## src/rtl/button_debounce_multi_if.sv

```systemverilog
// button_debounce_multi_if: raw button pins in, debounced levels and event flags out.
interface button_debounce_multi_if #(
    parameter int CHANNELS = 4
);
    logic [CHANNELS-1:0] button_signal;
    logic [CHANNELS-1:0] pressed_level;
    logic [CHANNELS-1:0] press_flag;
    logic [CHANNELS-1:0] release_flag;
    logic [CHANNELS-1:0] long_flag;
    logic [CHANNELS-1:0] repeat_flag;
    modport master (
        output button_signal,
        input  pressed_level, press_flag, release_flag, long_flag, repeat_flag
    );
    modport slave (
        input  button_signal,
        output pressed_level, press_flag, release_flag, long_flag, repeat_flag
    );
endinterface

```

## src/rtl/button_debounce_multi.sv

```systemverilog
// button_debounce_multi: per-channel synchroniser, counter debounce, press/release,
// long-press and auto-repeat flags for a bank of buttons.
module button_debounce_multi #(
    parameter int CHANNELS          = 4,
    parameter bit INVERT            = 1'b1,
    parameter int DEBOUNCE_CYCLES   = 16,
    parameter int LONG_PRESS_CYCLES = 1000,
    parameter int REPEAT_CYCLES     = 200,
    parameter bit REPEAT_ENABLE     = 1'b1
) (
    input logic clock,
    input logic reset,
    button_debounce_multi_if.slave bus
);
    localparam int DW = DEBOUNCE_CYCLES > 1 ? $clog2(DEBOUNCE_CYCLES) : 1;
    localparam int HW = LONG_PRESS_CYCLES > 1 ? $clog2(LONG_PRESS_CYCLES) : 1;
    localparam int RW = REPEAT_CYCLES > 1 ? $clog2(REPEAT_CYCLES) : 1;
    localparam logic [DW-1:0] D_MAX = DW'(DEBOUNCE_CYCLES - 1);
    localparam logic [HW-1:0] L_MAX = HW'(LONG_PRESS_CYCLES - 1);
    localparam logic [RW-1:0] R_MAX = RW'(REPEAT_CYCLES - 1);

    logic [CHANNELS-1:0] sync1, sync2;

    always_ff @(posedge clock) begin
        if (reset) begin
            sync1 <= '0;
            sync2 <= '0;
        end else begin
            sync1 <= bus.button_signal ^ {CHANNELS{INVERT}};
            sync2 <= sync1;
        end
    end

    for (genvar c = 0; c < CHANNELS; c++) begin : g_ch
        logic [DW-1:0] deb;
        logic [HW-1:0] hold;
        logic [RW-1:0] rep;
        logic st, long_done, press_r, release_r, long_r, repeat_r;
        logic accept, held;
        // held excludes the release edge so no long/repeat fires on it
        assign accept = (sync2[c] != st) && (deb == D_MAX);
        assign held   = st && !accept;
        always_ff @(posedge clock) begin
            if (reset) begin
                deb       <= '0;
                hold      <= '0;
                rep       <= '0;
                st        <= 1'b0;
                long_done <= 1'b0;
                press_r   <= 1'b0;
                release_r <= 1'b0;
                long_r    <= 1'b0;
                repeat_r  <= 1'b0;
            end else begin
                deb       <= (sync2[c] == st || accept) ? '0 : deb + 1'b1;
                st        <= accept ? sync2[c] : st;
                press_r   <= accept && !st;
                release_r <= accept && st;
                hold      <= !held ? '0 : (hold == L_MAX ? hold : hold + 1'b1);
                long_r    <= held && !long_done && hold == L_MAX;
                long_done <= held && (long_done || hold == L_MAX);
                rep       <= (!(held && long_done) || rep == R_MAX) ? '0 : rep + 1'b1;
                repeat_r  <= REPEAT_ENABLE && held && long_done && rep == R_MAX;
            end
        end
        assign bus.pressed_level[c] = st;
        assign bus.press_flag[c]    = press_r;
        assign bus.release_flag[c]  = release_r;
        assign bus.long_flag[c]     = long_r;
        assign bus.repeat_flag[c]   = repeat_r;
    end
endmodule

```

## src/flat_wrapper.sv

```systemverilog
// flat-port wrapper written by rule: the top's interface ports become plain ports
module button_debounce_multi_flat 
#(
    parameter int CHANNELS          = 4,
    parameter bit INVERT            = 1'b1,
    parameter int DEBOUNCE_CYCLES   = 16,
    parameter int LONG_PRESS_CYCLES = 1000,
    parameter int REPEAT_CYCLES     = 200,
    parameter bit REPEAT_ENABLE     = 1'b1
)
  (clock, reset, bus_button_signal, bus_pressed_level, bus_press_flag, bus_release_flag, bus_long_flag, bus_repeat_flag);
  button_debounce_multi_if #(.CHANNELS(CHANNELS)) bus_i ();
  input logic clock;
  input logic reset;
  input wire logic [$bits(bus_i.button_signal)-1:0] bus_button_signal;
  output wire logic [$bits(bus_i.pressed_level)-1:0] bus_pressed_level;
  output wire logic [$bits(bus_i.press_flag)-1:0] bus_press_flag;
  output wire logic [$bits(bus_i.release_flag)-1:0] bus_release_flag;
  output wire logic [$bits(bus_i.long_flag)-1:0] bus_long_flag;
  output wire logic [$bits(bus_i.repeat_flag)-1:0] bus_repeat_flag;
  assign bus_i.button_signal = bus_button_signal;
  assign bus_pressed_level = bus_i.pressed_level;
  assign bus_press_flag = bus_i.press_flag;
  assign bus_release_flag = bus_i.release_flag;
  assign bus_long_flag = bus_i.long_flag;
  assign bus_repeat_flag = bus_i.repeat_flag;
  button_debounce_multi #(.CHANNELS(CHANNELS), .INVERT(INVERT), .DEBOUNCE_CYCLES(DEBOUNCE_CYCLES), .LONG_PRESS_CYCLES(LONG_PRESS_CYCLES), .REPEAT_CYCLES(REPEAT_CYCLES), .REPEAT_ENABLE(REPEAT_ENABLE)) u_core (.clock(clock), .reset(reset), .bus(bus_i));
endmodule
```

## config.mk

```make
export PLATFORM = sky130hd
export DESIGN_NAME = button_debounce_multi_flat
export DESIGN_NICKNAME = d
export VERILOG_FILES = /design/src/rtl/button_debounce_multi_if.sv /design/src/rtl/button_debounce_multi.sv /design/src/flat_wrapper.sv
export SDC_FILE = /design/constraint.sdc
export NUM_CORES = 1
export LEC_CHECK = 0
export ABC_AREA = 1
export CAP_MARGIN = 20
export CORE_MARGIN = 8
export CORE_UTILIZATION = 35
export CTS_BUF_LIST = sky130_fd_sc_hd__clkbuf_4 sky130_fd_sc_hd__clkbuf_8
export DETAILED_ROUTE_END_ITERATION = 7
export GPL_ROUTABILITY_DRIVEN = 0
export SLEW_MARGIN = 20
export SYNTH_ARGS = -nofsm -noshare
export SYNTH_HDL_FRONTEND = slang
export SYNTH_SLANG_ARGS = --single-unit
export TNS_END_PERCENT = 1
```

## constraint.sdc

```tcl
create_clock -name clock -period 2.9 [get_ports clock]
set_input_delay 0.58 -clock clock [delete_from_list [all_inputs] [get_ports clock]]
set_output_delay 0.58 -clock clock [all_outputs]
set_load 0.05 [all_outputs]
```

== Word-level counts from Yosys, hierarchy flattened ==
Cells that the tools add are included.
Operators by class
  $add $sub $neg: 12
  equal/unequal tests: 20
  bitwise operators: 5
  reductions and logical operators: 76
Operators with widths (number)
  adder 10 x 1 -> 10 bit, second input constant: 4
  equality test 10 bit, second input constant: 4
  logical AND 1 bit: 36
  adder 8 x 1 -> 8 bit, second input constant: 4
  equality test 8 bit, second input constant: 4
  OR reduction 2 bit: 12
  adder 4 x 1 -> 4 bit, second input constant: 4
  equality test 4 bit, second input constant: 4
  zero test 1 bit: 16
  logical OR 1 bit: 12
  equality test 1 bit: 4
  != test 1 bit: 4
  NOT 1 bit: 4
  NOT 4 bit: 1
Storage, ports and cells
  register bits: 120
  output and inout bits: 20
  word-level logic and storage cells: 151

== Depth between registers and ports, before layout ==
  depth in word-level cells: 8
  depth in mapped cells: 8
  depth with buffers taken out: 8

== Worst setup path before layout ==
Ideal clock, no wire load.
  kind: input to register
  start: input reset
  end: register u_core.g_ch[2].rep[0]
  setup time: 0.065 ns
  arrival: 1.250 ns
  required time: 2.835 ns
  path slack: 1.586 ns
  cell stages on the path: 6
  path through: buf_6 inv_4 nand2_1 a21oi_4 nand2_4 nor2_1
Between the ends
  cells in the longest elaborated chain, start to end: 1
Ends and longest elaborated chain
  start: declaration: RTL line flat_wrapper.sv:14  | input logic reset;
  OR reduction 2 bit (no source line)
  end signal: assignment: RTL line button_debounce_multi.sv:62  | rep <= (!(held && long_done) || rep == R_MAX) ? '0 : rep + 1'b1;
  end: declaration: RTL line button_debounce_multi.sv:37  | logic [RW-1:0] rep;
No other way between the ends.
A chain may end at the register's enable or synchronous reset.

== Final worst setup path ==
  start: register u_core.g_ch[2].st
  end: output bus_pressed_level[2]
RTL lines
  start: declaration: RTL line button_debounce_multi.sv:38  | logic st, long_done, press_r, release_r, long_r, repeat_r;
  start signal: assignment: RTL line button_debounce_multi.sv:56  | st <= accept ? sync2[c] : st;
  end: declaration: RTL line flat_wrapper.sv:16  | output wire logic [$bits(bus_i.pressed_level)-1:0] bus_pressed_level;
No word-level cell between the ends.

==> qor.csv <==
stage,metric,value,unit
synthesis,post-synthesis cell type count,23,
status,outcome,finished clean,
cts,htree depth,4,
drt,WL final,9210,um
layout,fillers,1575,
setup_path,worst reg2reg setup slack,1.46,ns
cts,"Reg clk slew, reported paths",0.07,ns
drt,vias,4093,
grt,first-pass GRT wire length,16500,um
setup_path,CP Class,flop to output port,
layout,Largest regs,"u_core.g_ch.hold x40, u_core.g_ch.rep x32, u_core.g_ch.deb x16",
layout,post-route cell area,6080,um2
layout,Reg area,2400,um2
sta,Slew @ Worst Pin,0.506,ns
power_and_ir_drop,LEAKAGE,2.32,nW
synthesis,net count after synthesis,753,
power_and_ir_drop,Power Density,533,nW/um2
layout,ANT cells,0,
floorplan,Die X,139,um
drt,DRC,0,
sta,skew final,0.0104,ns
synthesis,sequential share of the synthesized area,45.1,%
cts,clk root buf,clkbuf_8,
worst_hold_path,Hold Path Class,flop to flop,
drt,Via density,4.27,
cts,clock buffer depth,2,
setup_path,worst stage delay on the critical path,0.86,ns
sta,Rel. slew slack,66.2,%
cts,hold_buf cts,0,
setup_path,CP Cell Sequence,clkdlybuf4s50_1,
grt,total track usage,10.3,%
setup_path,CP endpoint kind,output port,
setup_path,Reg-to-Reg Start,u_core.g_ch[1].deb[0],
synthesis,"Avg Cell Area, Syn",7.25,um2
sta,final cycle utilization of the critical path,80.7,%
cts,CTS Sinks,120,
drt,1st-iter DRT viols,184,
synthesis,cell taking the most area after synthesis,dfxtp_1,
drt,Routed Antenna Nets,0,
grt,vias in the first global route,3798,
synthesis,"count leader, synth",nand2_1,
synthesis,synth cell count leaders,"nand2_1 (160), nor2_1 (150), dfxtp_1 (120)",
synthesis,post-synth top area share,45.1,%
sta,Final min period,2.34,ns
layout,Largest Register,u_core.g_ch.hold,
sta,achievable frequency,0.427,GHz
setup_path,CP Launch Type,flop,
layout,nets,775,
drt,drt wl/cell,9.61,um
setup_path,CP bufs+invs,1,
synthesis,top post-synthesis cells by area,"dfxtp_1 (45%), nand2_1 (11%), nor2_1 (11%)",
setup_path,CP max-delay cell,clkdlybuf4s50_1,
floorplan,total die area,19400,um2
setup_path,Crit path depth,1,
setup_path,Worst Path Required,2.32,ns
power_and_ir_drop,total power draw,3.24,mW
floorplan,Row Count,45,
cts,Skew-Pair Late Insertion Delay,0.43,ns
cts,"Setup Fix Bufs, Post-CTS",0,
power_and_ir_drop,VDD IR-drop max,0.261,mV
grt,largest net degree at the start of global routing,19,
sta,RSZ-0062 raised after global routing,no,
setup_path,crit path from,u_core.g_ch[2].st,
sta,Hold WS,0.404,ns
grt,initial antenna violation count,0,
synthesis,Ys Warns,0,
layout,max reg flops,40,
synthesis,fraction of registers with async set/reset,0,%
floorplan,io pins,26,
synthesis,dominant synthesized flop cell,dfxtp_1,
setup_path,cells on worst reg2reg path,6,
setup_path,Worst Setup EP,bus_pressed_level[2],
setup_path,CP Max Fanout,6,
sta,Final setup viols,0,
sta,setup TNS,0,ns
layout,area occupied by multi-input gates,2310,um2
placement,Post-DP HPWL,6640,um
cts,post-CTS sizing,0,
sta,Final Hold Violating Endpoints,0,
synthesis,"Cell Area, Synth",5330,um2
floorplan,Die Span Y,139,um
floorplan,initial core utilization,35.5,%
synthesis,synthesized instance count,735,
cts,CTS tree,yes,
setup_path,"delay-heaviest family, CP",buffers and inverters,
setup_path,FF-to-FF End,u_core.g_ch[1].hold[6],
placement,IO buf count,25,
sta,final max-slew violation count,0,
synthesis,Post-synth EDFFs,0,
cts,Num CTS Buffers,17,
placement,Area after DPL,5650,um2
floorplan,core box area,15000,um2
flow_run,max_cap viols,0,
layout,P&R area growth vs syn,14.0,%
grt,"Remaining Overflow, GRT",0,
synthesis,#FFs+latches synth,120,
setup_path,Critical Path AT,1.76,ns
drt,DRT Pass-1 Iters,4,
layout,share of layout cells above drive strength 1,6.36,%
power breakdown:
group / total [mW] / internal, mW / switching (mW)
sequential: 1.66 / 1.65 / 0.00332
combinational: 0.0283 / 0.0117 / 0.0167
clock: 1.55 / 0.929 / 0.625
total: 3.24 / 2.60 / 0.645
how the worst min path moves through the flow:
stage / from / endpoint / depth (start not counted) / slack [ns]
after floorplan: u_core.sync1[0] / u_core.sync2[0] / 2 / 0.39
after global placement: u_core.sync1[1] / u_core.sync2[1] / 2 / 0.40
after detailed placement: u_core.sync1[2] / u_core.sync2[2] / 2 / 0.40
after CTS: u_core.sync1[0] / u_core.sync2[0] / 2 / 0.41
after global routing: u_core.sync1[0] / u_core.sync2[0] / 2 / 0.42
final: u_core.sync1[0] / u_core.sync2[0] / 2 / 0.40
through the flow:
step	util [%]	setup slack [ns]	cells
4_1_cts	40.4	0.521	958
3_5_place_dp	37.6	0.936	926
2_1_floorplan	-	1.59	735
6_report	40.4	0.560	958
5_1_grt	40.4	0.467	958
3_3_place_gp	37.6	0.955	926
routing by layer:
metal / routed length, um / track usage, %
met1: 4720 / 12.4
met2: 3990 / 16.1
met3: 383 / 3.97
met4: 115 / 4.33
met5: 0 / 0
cells by family (layout without fill, tap and decap cells):
| kind of cell | count (synthesis) | in the layout | synth area share (%) |
|---|---|---|---|
| flops | 120 | 120 | 45.1 |
| buf+inv | 142 | 177 | 11.7 |
| simple gates | 396 | 396 | 31.2 |
| compound gates | 31 | 31 | 3.61 |
| fa+ha+maj | 12 | 12 | 2.82 |
| xor+xnor | 34 | 34 | 5.59 |
placed cells by master, fill, tap and decap left out, types with 2 or more instances in the layout:
cell             instances
a21oi_4                  3
nand3_1                 50
bufinv_16                2
nand3_2                  5
o21ai_0                  4
xor2_1                  22
nor3_1                   4
a21oi_1                 23
inv_1                  116
clkinv_2                 4
clkbuf_8                24
ha_1                    12
clkdlybuf4s50_1         25
nand2_1                160
xnor2_1                 12
nand2_2                  3
nor2_1                 150
nand3b_1                 6
dfxtp_1                120
nand4_1                 17
inv_2                    2
area by class of cell:
class	instances	share of cell area [%]
clock buffer	25	5.56
clock inverter	7	1.44
inverter	119	7.39
multi-input combinational	473	38.0
sequential	120	39.5
tap	188	3.87
timing repair buffer	26	4.24
Note: power is estimated with default switching activity, not from simulation.
